**config.mk**
```make
export PLATFORM = sky130hd
export DESIGN_NAME = slurm16_memory_arbiter
export DESIGN_NICKNAME = d
export VERILOG_FILES = /design/src/rtl/slurm16_memory_arbiter.sv
export SDC_FILE = /design/constraint.sdc
export NUM_CORES = 1
export LEC_CHECK = 0
export CELL_PAD_IN_SITES_DETAIL_PLACEMENT = 0
export CELL_PAD_IN_SITES_GLOBAL_PLACEMENT = 2
export CORE_ASPECT_RATIO = 1.5
export CORE_UTILIZATION = 21
export DETAILED_ROUTE_END_ITERATION = 8
export GPL_TIMING_DRIVEN = 0
export PLACE_DENSITY = 0.86
export SLEW_MARGIN = 20
export SYNTH_ARGS = -nofsm -noshare
export SYNTH_HDL_FRONTEND = slang
export SYNTH_SLANG_ARGS = --single-unit
export TNS_END_PERCENT = 50
```
**constraint.sdc**
```tcl
create_clock -name CLK -period 1.8 [get_ports CLK]
set_input_delay 0.18 -clock CLK [delete_from_list [all_inputs] [get_ports CLK]]
set_output_delay 0.18 -clock CLK [all_outputs]
set_load 0.005 [all_outputs]
```
**src/rtl/slurm16_memory_arbiter.sv**
```systemverilog
// Single-port BRAM arbiter for slurm16: data accesses beat instruction fetch.
// Optional fetch starvation guard enabled by defining SLURM16_ARB_STARVE_GUARD_EN.
module slurm16_memory_arbiter #(
  parameter int unsigned ADDR_BITS    = 15,
  parameter int unsigned STARVE_LIMIT = 4
) (
  input  logic                 CLK,
  input  logic                 RSTb,
  input  logic                 instruction_request,
  input  logic [ADDR_BITS-1:0] instruction_address,
  output logic                 instruction_valid,
  output logic [15:0]          instruction_in,
  output logic [ADDR_BITS-1:0] instruction_address_in,
  input  logic                 load_memory,
  input  logic                 store_memory,
  input  logic [ADDR_BITS-1:0] load_store_address,
  input  logic [15:0]          memory_out,
  input  logic [1:0]           memory_mask,
  output logic                 memory_request_successful,
  output logic [15:0]          memory_in,
  output logic [ADDR_BITS-1:0] mem_addr,
  output logic [15:0]          mem_wr_data,
  output logic                 mem_wr_en,
  output logic [1:0]           mem_be,
  input  logic [15:0]          mem_rd_data
);

  typedef enum logic {S_RUN, S_FORCE} state_t;

  state_t               state, state_next;
  logic                 data_req, data_grant, fetch_grant;
  logic [ADDR_BITS-1:0] addr_hold;
  logic                 load_pending;

  always_comb begin
    data_req    = load_memory | store_memory;
    data_grant  = 1'b0;
    fetch_grant = 1'b0;
    if (RSTb) begin
      if (state == S_FORCE)         fetch_grant = 1'b1;
      else if (data_req)            data_grant  = 1'b1;
      else if (instruction_request) fetch_grant = 1'b1;
    end
  end

  always_comb begin
    mem_addr  = addr_hold;
    mem_wr_en = 1'b0;
    if (data_grant) begin
      mem_addr  = load_store_address;
      mem_wr_en = store_memory;
    end else if (fetch_grant) begin
      mem_addr  = instruction_address;
    end
  end

  always_comb begin
    mem_be                    = 2'b00;
    mem_wr_data               = '0;
    instruction_in            = '0;
    memory_request_successful = 1'b0;
    if (RSTb) begin
      mem_be                    = (memory_mask == 2'b00) ? 2'b11 : memory_mask;
      mem_wr_data               = memory_out;
      instruction_in            = mem_rd_data;
      memory_request_successful = !data_req | data_grant;
    end
  end

`ifdef SLURM16_ARB_STARVE_GUARD_EN
  localparam int unsigned CW = $clog2(STARVE_LIMIT + 1);
  localparam logic [CW-1:0] LIMIT = CW'(STARVE_LIMIT);

  logic [CW-1:0] starve_cnt, cnt_next;

  // Enter S_FORCE as the count reaches the limit so exactly LIMIT data grants precede the forced fetch.
  always_comb begin
    cnt_next   = starve_cnt;
    state_next = S_RUN;
    if (fetch_grant || !instruction_request)
      cnt_next = '0;
    else if (data_grant && starve_cnt != LIMIT)
      cnt_next = starve_cnt + 1'b1;
    if (state == S_RUN && instruction_request && cnt_next == LIMIT)
      state_next = S_FORCE;
  end

  always_ff @(posedge CLK or negedge RSTb) begin
    if (!RSTb) starve_cnt <= '0;
    else       starve_cnt <= cnt_next;
  end
`else
  always_comb state_next = S_RUN;
`endif

  always_ff @(posedge CLK or negedge RSTb) begin
    if (!RSTb) begin
      state                  <= S_RUN;
      instruction_valid      <= 1'b0;
      instruction_address_in <= '0;
      addr_hold              <= '0;
      load_pending           <= 1'b0;
      memory_in              <= '0;
    end else begin
      state             <= state_next;
      instruction_valid <= fetch_grant;
      if (fetch_grant) instruction_address_in <= instruction_address;
      addr_hold    <= mem_addr;
      load_pending <= data_grant & load_memory & ~store_memory;
      if (load_pending) memory_in <= mem_rd_data;
    end
  end

endmodule

```
Word level (Yosys, flattened, before mapping)
Cells that the tools add are included.
{ "totals": {"out_inout_bits": 83, "inputBits": 69, "elab_cells": 25, "reg_bits": 48} }
{ "classes": {"muxes": 13, "n_bitwise": 5, "reduce_logical": 2} }
{ "op_table": {"columns": ["operator", "n"], "rows": [
  ["16-bit 2-to-1 mux", 2],
  ["15-bit 2-to-1 mux", 2],
  ["1-bit 2-to-1 mux", 7],
  ["2-bit 2-to-1 mux", 2],
  ["1-bit AND", 2],
  ["2-bit logical NOT", 1],
  ["1-bit OR", 2],
  ["1-bit logical NOT", 1],
  ["1-bit inverter", 1]
]} }

Depth between registers and ports, before layout
Gate-level depths: netlist of run 1.
{ "depth": {"depth_word": 5, "depth_mapped": 5, "ltp_nobuf": 4} }

Worst setup path before layout of run 1
No wires, ideal clock.
{ "synth_path": {"kind": "register -> register", "start": "register load_pending", "end": "register memory_in[10]", "required_time_ps": 1675, "setup_time_ps": 125, "path_stages_with_launch": 4, "period_less_slack_ps": 1136, "n_path_buf": 2, "setup_slack_ps": 664, "arrival_time_ps": 1012, "path_cell_list": "dfrtp_1 buf_2 buf_2 mux2_2"} }
{ "synth_rtl": {"columns": ["element", "line", "source"], "rows": [
  ["from (decl)", "33", "logic load_pending;"],
  ["from (signal assigned)", "109", "load_pending <= data_grant & load_memory & ~store_memory;"],
  ["to (signal assigned)", "110", "if (load_pending) memory_in <= mem_rd_data;"],
  ["to (decl)", "20", "output logic [15:0] memory_in,"]
]} }
No word-level cell between the ends.

Worst setup path after layout of run 1
{ "layout_path": {"start": "input load_memory", "end": "output mem_addr[1]"} }
{ "layout_via": {"elab_chain_cells": 5, "elab_cells_between_ends": 7, "classes_between": "mux (6); bitwise (1)"} }
{ "layout_lines": {"columns": ["element", "line", "source"], "rows": [
  ["from (decl)", "14", "input logic load_memory,"],
  ["1-bit OR *", "36", "data_req = load_memory | store_memory;"],
  ["1-bit 2-to-1 mux", "41", "else if (data_req) data_grant = 1'b1;"],
  ["1-bit 2-to-1 mux", "39", "if (RSTb) begin"],
  ["15-bit 2-to-1 mux", "52", "end else if (fetch_grant) begin"],
  ["15-bit 2-to-1 mux *", "49", "if (data_grant) begin"],
  ["to (decl)", "21", "output logic [ADDR_BITS-1:0] mem_addr,"]
]} }
Mark *: on every way between the ends. The rest lies on a longest branch, timed or not.

==> results by group, run 1 <==
Pwr
  – Power Total: 3.286 mW
  – Worst VDD drop: 0.0003777 V
  – P per Cell Area: 761.1 nW/um^2
  – Leakage: 1.843 nW

Clock tree
  – Worst skew pair latency: 0.29 ns
  – CTS Buf Count: 5
  – CTS sink cnt: 48
  – H-tree levels: 2
  – Clock root buffer: clkbuf_16
  – TritonCTS clock tree: yes
  – Reg clk slew, reported paths: 0.07 ns
  – Clock Path Buffers: 2

Routing
  – Vias/cell: 4.103
  – Starting DRT DRC Count: 52
  – Routed WL: 7811 um
  – DRC viols: 0
  – Via count: 2183
  – Avg WL per Cell: 14.68 um
  – 1st-pass router iterations: 3
  – Antenna Nets Post-Route: 0

Die
  – Die area: 11310 um^2
  – Die extent in y: 129.8 um
  – Top Ports: 152
  – Row cnt: 46
  – Horiz. Die Dim: 87.19 um
  – Initial core utilization: 21.59%
  – CORE AREA: 10590 um^2

Setup path
  – Reg-to-reg endpoint: memory_in[10]
  – Worst Path Max Fanout: 4
  – Crit Path Category: input pin to primary output
  – Crit. End Element: primary output
  – Critical path data required time: 1.62 ns
  – Worst r2r src: load_pending
  – Worst Path Arrival: 1.53 ns
  – Startpoint types: input pin
  – Worst r2r path cells: 3
  – Critical Path Start: load_memory
  – Crit path to: mem_addr[1]
  – Reg-to-reg slack, setup: 0.53 ns

Placed design
  – Setup WS pre-CTS: -0.5287 ns
  – Dpl hpwl: 5748 um
  – Routability cong.: 0.8349
  – I/O Buffers: 151

Logic synthesis
  – Post-Syn Instances: 212
  – Netlist Area Pre-Place: 2286 um^2
  – Synth Area per Inst: 10.78 um^2
  – Register bit count reported by yosys: 48
  – Yosys cell types: 23
  – Seq/Total Area, Yosys: 52.55%
  – Syn Nets: 281
  – Synth Warn #: 0

Global route
  – Total track usage: 14.68%
  – Vias in the first global route: 2441
  – Total grt overflow: 0
  – Initial antenna violation count: 0
  – Largest net degree at the start of global routing: 49
  – First-pass GRT wire length: 12250 um

Timing
  – Slew headroom: 78.28%
  – Worst setup margin: 0.09485 ns
  – TNS Setup: 0 ns
  – Fin Hold WS: 0.1058 ns
  – Clock Skews: 0.0009678 ns
  – Final worst path period need: 1.705 ns
  – Slew @ Worst Pin: 0.3259 ns
  – Max Clock Freq: 586.5 MHz
  – RSZ-0062 raised after global routing: no
  – Hold Vio Cnt, Final: 0
  – Final setup fails: 0
  – Slew Viols, Final: 0
  – Tcrit/Tclk final: 94.73%

Worst hold path
  – Hold path depth: 2
  – Hold Crit Class: input pin to flop

Layout
  – Final core occ: 40.77%
  – Layout Nets: 456
  – Area delta synth->final: 88.89%
  – Ant diodes: 0
  – Fraction of layout cells with a size suffix above 1: 21.65%
  – Fill cells: 1081

Run
  – Max Cap Violations: 0

Status
  – Run status: complete, no violations
-- cells in the mapped netlist --
cell / number / area share (%)
nand4bb_4: 1 / 1.2
nand2_1: 46 / 7.6
nand2b_1: 1 / 0.27
a22oi_1: 4 / 1.3
buf_12: 1 / 0.88
a31oi_1: 1 / 0.27
a21oi_2: 10 / 3.8
o21a_1: 1 / 0.33
mux2_2: 16 / 7.9
dlygate4sd1_1: 1 / 0.38
inv_1: 1 / 0.16
nor2_1: 16 / 2.6
a21oi_1: 4 / 0.88
clkbuf_1: 3 / 0.49
a21boi_0: 1 / 0.33
buf_2: 5 / 1.1
dfrtp_1: 48 / 53
and2_1: 34 / 9.3
a22oi_2: 10 / 5.5
inv_2: 1 / 0.16
o21ai_2: 1 / 0.38
buf_6: 4 / 2.0
buf_4: 2 / 0.66
-- through the flow --
| step | instances | area, um^2 |
|---|---|---|
| detailed placement | 507 | 3975 |
| finish | 532 | 4318 |
| floorplan | 212 | 2286 |
| global placement | 507 | 3978 |
| global route | 532 | 4318 |
| CTS | 530 | 4303 |
-- cell usage in the layout (no fill, tap or decap), drive strengths merged --
cell             n
a21boi           1
a21oi           14
a22oi           14
a31oi            1
and2            34
buf             28
clkbuf          15
clkdlybuf4s15    5
clkdlybuf4s50  132
dfrtp           48
dlygate4sd1      1
dlygate4sd2     10
dlygate4sd3      1
inv              2
mux2            16
nand2           46
nand2b           1
nand4bb          1
nor2            16
o21a             1
o21ai            1
-- area by class of cell --
class / count / area, um^2 / area share, %
Buffer: 16 / 138.9 / 3.216
Timing Repair Buffer: 168 / 1669 / 38.66
Inverter: 2 / 12.51 / 0.2898
Tap cell: 144 / 180.2 / 4.173
Multi-Input combinational cell: 146 / 969.7 / 22.46
Clock buffer: 8 / 146.4 / 3.390
Sequential cell: 48 / 1201 / 27.82
-- report_power, final --
| part | switching, mW | total [mW] | internal (mW) |
|---|---|---|---|
| Sequential | 0.0857 | 1.34 | 1.25 |
| Combinational | 0.347 | 1.00 | 0.654 |
| Clock | 0.390 | 0.945 | 0.555 |
| Total | 0.823 | 3.29 | 2.46 |
-- repair_timing --
action	4_1_cts	5_1_grt
hold buffers	2	0
endpoints found under the setup margin	50	12
gates resized for setup	34	13
setup buffers	12	2
cloned	1	0
hold endpoints to repair	48	0
pin swaps	3	3
-- kinds of logic after synthesis --
group,Yosys count,synth area share (%)
simple gates,98,20.96
flops,48,52.55
compound gates,32,12.81
buf+inv,18,5.801
mux,16,7.882
-- worst max-delay path, stage by stage --
cell	delay (ns)
dlygate4sd2_1	0.26
nand4bb_4	0.27
buf_8	0.18
buf_4	0.13
a22oi_1	0.13
a21oi_1	0.10
dlygate4sd2_1	0.27
-- per-layer routing --
metal | share of wire, % | routed length (um) | global-route usage (%)
met3 | 7.8 | 608 | 4.364
met4 | 1.3 | 99 | 4.725
met5 | 0 | 0 | 0
met2 | 54 | 4217 | 27.93
met1 | 37 | 2886 | 15.19
-- worst min-delay path by stage --
stage | start | slack (ns) | to
4_1_cts | store_memory | 0.26 | load_pending
3_5_place_dp | RSTb | 0.27 | instruction_valid
5_1_grt | store_memory | 0.11 | load_pending
6_report | store_memory | 0.11 | load_pending
2_1_floorplan | RSTb | -0.12 | addr_hold[0]
3_3_place_gp | instruction_address_in[4] | 0.46 | instruction_address_in[4]
-- sequential cells by signal, indices dropped and copies added, names as in the netlist --
name                    cells
addr_hold                  15
load_pending                1
memory_in                  16
instruction_valid           1
instruction_address_in     15
(Power assumes the default switching activity.)
==> run 2: changes to the inputs <==
CAP_MARGIN = 5   (was default)
==> results of run 2 <==
Same layout as run 1: the final DEF is identical, and so are final timing and power.
